**config.mk**
```make
export PLATFORM = sky130hd
export DESIGN_NAME = free_list
export DESIGN_NICKNAME = d
export VERILOG_FILES = /design/src/rtl/free_list.sv
export SDC_FILE = /design/constraint.sdc
export NUM_CORES = 1
export LEC_CHECK = 0
export ABC_AREA = 1
export CAP_MARGIN = 10
export CORE_ASPECT_RATIO = 1.25
export CORE_MARGIN = 4
export CORE_UTILIZATION = 40
export DETAILED_ROUTE_END_ITERATION = 10
export SYNTH_ARGS = -nofsm -noshare
export SYNTH_HDL_FRONTEND = slang
export SYNTH_SLANG_ARGS = --single-unit
```
**constraint.sdc**
```tcl
create_clock -name clk -period 4.05 [get_ports clk]
set_input_delay 1.215 -clock clk [delete_from_list [all_inputs] [get_ports clk]]
set_output_delay 1.215 -clock clk [all_outputs]
set_load 0.01 [all_outputs]
```
**src/rtl/free_list.sv**
```systemverilog
// ----------------------------------------------------------------------------
// free_list
//
// Physical-register free list for the rename stage. A one-bit-per-register
// bitmask (free_mask, bit i = 1 means register i is free) tracks which
// physical registers are free. Each allocation request takes the
// lowest-numbered free register. Commit/recovery logic can release one
// register per cycle.
//
// Request/response semantics: alloc_en is a single-cycle request with no
// back-pressure. The edge that samples alloc_en also loads alloc_phys and
// alloc_valid, so the result can be read just after that edge.
// alloc_valid = 1 means the request got a register. alloc_valid = 0 means the
// list was empty. Both outputs hold their value until the next request, so
// alloc_valid reports the status of the last request and is not a per-cycle
// strobe.
//
// Ports:
//   clk          system clock; all state changes on the rising edge
//   reset        synchronous, active-high; every register becomes free
//   alloc_en     request one register allocation this cycle
//   alloc_phys   index of the most recently granted register (registered)
//   alloc_valid  the most recent allocation request succeeded (registered)
//   free_en      release register free_phys this cycle
//   free_phys    index of the register being released; indices at or above
//                PHYS_REGS are ignored
// ----------------------------------------------------------------------------
module free_list #(
    parameter int PHYS_REGS = 64    // legal range 2..64 (6-bit index ports)
) (
    input  logic       clk,
    input  logic       reset,
    input  logic       alloc_en,
    output logic [5:0] alloc_phys,
    output logic       alloc_valid,
    input  logic       free_en,
    input  logic [5:0] free_phys
);

    logic [PHYS_REGS-1:0] free_mask;
    logic [PHYS_REGS-1:0] next_mask;
    logic [5:0]           grant_idx;
    logic                 grant_found;
    logic                 free_ok;

    // Lowest-index priority encoder over the pre-edge mask. The loop scans
    // downward, so the last match written is the lowest free index.
    always_comb begin
        grant_found = 1'b0;
        grant_idx   = '0;
        for (int i = PHYS_REGS - 1; i >= 0; i--) begin
            if (free_mask[i]) begin
                grant_found = 1'b1;
                grant_idx   = 6'(i);
            end
        end
    end

    // Zero-extend before the compare so PHYS_REGS = 64 still compares cleanly.
    assign free_ok = free_en && ({1'b0, free_phys} < 7'(PHYS_REGS));

    // The grant clears its bit first and the free then sets its bit. If both
    // hit the same index, the free wins and the register stays free.
    always_comb begin
        next_mask = free_mask;
        for (int i = 0; i < PHYS_REGS; i++) begin
            if (alloc_en && grant_found && (grant_idx == 6'(i))) begin
                next_mask[i] = 1'b0;
            end
            if (free_ok && (free_phys == 6'(i))) begin
                next_mask[i] = 1'b1;
            end
        end
    end

    always_ff @(posedge clk) begin
        if (reset) begin
            free_mask   <= '1;
            alloc_phys  <= '0;
            alloc_valid <= 1'b0;
        end else begin
            free_mask <= next_mask;
            if (alloc_en) begin
                alloc_phys  <= grant_found ? grant_idx : 6'd0;
                alloc_valid <= grant_found;
            end
        end
    end

endmodule

```
; Yosys cells after proc, flatten, opt, wreduce, memory -nomap -nowiden
; Cells that the tools add are included.
; Widths: inputs -> output; s select.
[totals]
ff_bits = 71
latch_bits = 0
mem_bits_rw = 0
romBits = 0
input_bits = 10
output_inout_bits = 7
word_cells = 516
memories = 0
[op_classes]
addsub = 0
multipliers = 0
div_mod_pow = 0
order_cmp = 0
n_eq_ne = 126
shifts = 0
muxes = 129
n_bitwise = 0
reduce_logical = 195
[ops]
columns = op, count
row1 = $mux 6, 65
row2 = $eq 6x6->1 const B, 64
row3 = $eq 6x5->1 const B, 32
row4 = $logic_and 1x1->1, 129
row5 = $reduce_or 2->1, 64
row6 = $eq 6x4->1 const B, 16
row7 = $mux 1, 64
row8 = $eq 6x3->1 const B, 8
row9 = $eq 6x2->1 const B, 4
row10 = $eq 6x1->1 const B, 2
row11 = $logic_not 6->1, 2

; Longest topological paths before layout
[logic_depth]
ltp_word = 66
depth_mapped = 68
depth_no_buf = 67

; Worst setup path before layout
; Ideal clock, no wire load.
[synth_path]
path_kind = reg-to-reg
from = register free_mask[62]
to = register free_mask[16]
setup_time_ns = 0.115
t_arrival_ns = 3.466
required_ns = 3.935
setup_slack_ns = 0.470
stages_incl_launch_ff = 69
path_buffers = 1
synth_period_minus_slack_ns = 3.580
path_cell_list = dfxtp_1 > inv_1 > nand2_1 > nand2_1 > nand2_1 > nand2_1 > nand2_1 > nand2_1 > nand2_1 > nand2_1 > nand2_1 > nand2_1 > nand2_1 > nand2_1 > nand2_1 > nand2_1 > nand2_1 > nand2_1 > [... 33 more ...] > nand2_1 > nand2_1 > nand2_1 > nand2_1 > nand2_1 > nand2_1 > nand2_1 > nand2_1 > nand2_1 > nand2_1 > nand2_2 > nand2_2 > nand2_4 > nand2_4 > buf_8 > nand4_1 > nand2_1 > nand2_1
[synth_via]
elab_chain_cells = 65
elab_cells_between_ends = 129
classes_between = 1 x eq/ne / 126 x mux / 2 x reduce/logical
[synth_rtl]
columns = element, line_no
row1 = start: declaration, 40  ; logic [PHYS_REGS-1:0] free_mask;
row2 = start signal: assignment, 82  ; free_mask <= next_mask;
row3 = $mux 6 or $mux 1 (tied branches) (63 in series), 52  ; if (free_mask[i]) begin
row4 = $eq 6x5->1 or $logic_and 1x1->1 (tied branches), 67  ; if (alloc_en && grant_found && (grant_idx == 6'(i))) begin
row5 = $logic_and 1x1->1 *, 67
; Every way passes the cells marked *; elsewhere a longest branch is shown, timed or not.
; A chain may end at the register's enable or synchronous reset.

; Worst setup path in the final report
[layout_path]
from = register free_mask[62]
to = register free_mask[57]
[layout_via]
elab_chain_cells = 65
elab_cells_between_ends = 129
classes_between = 1 x eq/ne / 126 x mux / 2 x reduce/logical
[layout_rtl]
columns = element, line_no
row1 = $mux 6 or $mux 1 (tied branches) (63 in series), 52
row2 = $eq 6x6->1 or $logic_and 1x1->1 (tied branches), 67
row3 = $logic_and 1x1->1 *, 67
; Marks and branches as above.

==> results_dict.tcl <==
set metrics [dict create \
    status "finished, violations left" \
    violations "negative setup slack" \
    synth.net_count 633 \
    nets 683 \
    synth_top_family_by_area "simple AND/OR/NAND/NOR gates" \
    cts_tree "done" \
    synth_commonest_cells "nand2_1 (201), inv_1 (88), a21oi_1 (76), dfxtp_1 (71), nor2_1 (64)" \
    yosys_most_used_dff "dfxtp_1" \
    ys_warn_count 0 \
    grt_usage_pct 24.5 \
    period_minus_slack_ps 4230 \
    grt_pass1_wl_um 20700 \
    yosysMostFrequentCell "nand2_1" \
    async_reset_ff_share_pct 0 \
    post_synth_num_cell_types 22 \
    diodes 0 \
    netlist_instances 623 \
    rsz0062_at_grt "yes" \
    synth_top_area_share_pct 37.1 \
    crit_top_cell "nand2_1" \
    synth-compound-area-share_pct 18.8 \
    synth-xor-area-share_pct 0 \
    grt_pass1_vias 3903 \
    end_kind "register" \
    slew_headroom_pct 53.3 \
    cts_hold_buf 0 \
    setup_viol 65 \
    route.vias.total 4272 \
    totalWireLength_um 13500 \
    cp_max_fo 6 \
    rrSetupSlack_ps -180 \
    synth.area.top_cells "dfxtp_1 (37%), nand2_1 (20%), a21oi_1 (9.9%)" \
    syn_area_per_cell_sq_um 6.16 \
    p_leak_nw 2.28 \
    root_buffer "clkbuf_16" \
    coreArea_sq_mm 0.00927 \
    clk_pin_slew_ps 60 \
    cts.sinks 71 \
    clk_path_buf_depth 2 \
    drive_above_1_share_pct 13.1 \
    synth_edf_count 0 \
    clock-skew-final_ps 8.64 \
    gp_congestion 0.933 \
    synth_area_sq_mm 0.00383 \
    crit_type "register to register" \
    htree_num_levels 3 \
    viasPerCell 5.33 \
    drv_cap 0 \
    synthSimpleGateAreaFrac_pct 33.4 \
    peakVddDrop_uv 184 \
    synthMuxAreaShare_pct 0 \
    final-max-slew-violation-count 0 \
    worst_pin_slew_ps 698 \
    grt.overflow.total 0 \
    drcViolationCount 0 \
    design_area_sq_mm 0.00491 \
    wl_per_cell_um 16.8 \
    start_kind "register" \
    num_io_pins 17 \
    slowest_delay_ps 320 \
    holdCritPathClass "register to register" \
    drt.antenna.violating_nets 0 \
    placed_cell_area_sq_mm 0.00434 \
    die_area_sq_mm 0.0112 \
    powerDensity_mw_per_mm2 359 \
    area_delta_synth_final_pct 28.0 \
    port_buffers 16 \
    dr.pass1.iters 6 \
    yosysSeqAreaShare_pct 37.1 \
    initial_core_util_pct 41.4 \
    hpwlAfterDp_um 9390 \
    grt_start_max_net_pins 31 \
    synthAdderAreaFrac_pct 0 \
    die_w_um 95.6 \
    synth_area_leader_cell "dfxtp_1" \
    cp.required_ps 4280 \
    synth_seq_cells 71 \
    pre_cts_ws_ps -110 \
    num_rows 39 \
    period_share_pct 104 \
    layout_setup_ws_ps -182 \
    clock_latency_ps 350 \
    antenna_found_initial 0 \
    dr.first_iter.drc_count 403 \
    die_y_um 117 \
    finalHoldViolCount 0 \
    cpMaxStageDelayCell "dfxtp_2" \
    fmax_mhz 236 \
    crit_arrival_ps 4460 \
    cts_buffers 9 \
]
layer usage:
| layer | track usage, % | vias to the layer above | share of wire (%) |
|---|---|---|---|
| met2 | 36.9 | 190 | 46 |
| li1 | - | 2097 | - |
| met4 | 12.3 | 0 | 4.9 |
| met5 | 0 | - | 0 |
| met3 | 4.48 | 42 | 7.3 |
| met1 | 33.0 | 1943 | 42 |
flip-flops by register name, summed over array words and instances, names as in the netlist:
name         flops
free_mask       64
alloc_valid      1
alloc_phys       6
per-stage QoR:
| stage | setup TNS [ps] | instances | hold slack (ps) | total power (W) | utilization, % |
|---|---|---|---|---|---|
| global route | -51060 | 801 | 483 | 0.00182 | 53.0 |
| floorplan | 0 | 623 | 436 | 0.000783 | - |
| detailed placement | -2100 | 779 | 456 | 0.000825 | 46.8 |
| CTS | -3040 | 798 | 465 | 0.00176 | 51.7 |
| finish | -5670 | 801 | 464 | 0.00176 | 53.0 |
| global placement | -684 | 779 | 454 | 0.000824 | 46.8 |
repair_timing:
action,CTS,global route
cloned,1,0
buffers inserted,2,3
gates resized for setup,38,28
setup endpoints to repair,52,65
pin swaps,3,13
power breakdown:
group / switching, W / internal, W
sequential: 0.00000177 / 0.000702
combinational: 0.0000849 / 0.0000432
clock: 0.000313 / 0.000616
layout make-up:
class,count,area [sq um]
fill,908,4360
multi-input combinational,446,2140
sequential,71,1430
timing repair buffer,55,502
inverter,90,338
clock buffer,10,239
tap,123,154
clock inverter,6,108
cells by family after synthesis:
group / count (synthesis)
and+or+nand+nor: 312
AOI/OAI and AO/OA: 133
DFF: 71
buffers and inverters: 107
layout by cell type, fill, tap and decap left out, types with 2 or more instances in the layout:
cell type        netlist  layout
nand3_4                0       2
clkinv_1               2       2
nand2_8                0       3
o21ai_0               35       8
nand2_2                3       3
clkinv_2               0       2
nand2_1              201     200
clkbuf_16              0       9
nand4_1               24      24
inv_1                 88      87
dfxtp_1               71      68
a31oi_1                2       2
bufinv_16              0       3
a21oi_1               76      75
buf_4                  0      27
nor3_1                 8       5
or2_2                  2       2
o21bai_1              17      17
dfxtp_2                0       3
o21ai_1                0      16
nand3_2                0       3
nand3_1                7       2
clkdlybuf4s50_1        0      15
nor3_2                 0       3
o21ai_2                0      11
nor2_1                64      64
buf_6                  0      11
path summary, 6_finish.rpt:
check                             start  cells past startpoint                          to
max          free_mask[62]$_SDFFE_PP1P_                     67  free_mask[57]$_SDFFE_PP1P_
min          free_mask[32]$_SDFFE_PP1P_                      2  free_mask[32]$_SDFFE_PP1P_
max reg2reg  free_mask[62]$_SDFFE_PP1P_                     67  free_mask[57]$_SDFFE_PP1P_
min reg2reg  free_mask[32]$_SDFFE_PP1P_                      2  free_mask[32]$_SDFFE_PP1P_
critical path: cells and delay by family, from the launching register on:
kind	cells	cell delay, ps
buffers and inverters	2	250
AND/OR/NAND/NOR	64	3410
AO/OA/AOI/OAI	1	130
flip-flops	1	320
Note: power is estimated with default switching activity, not from simulation.
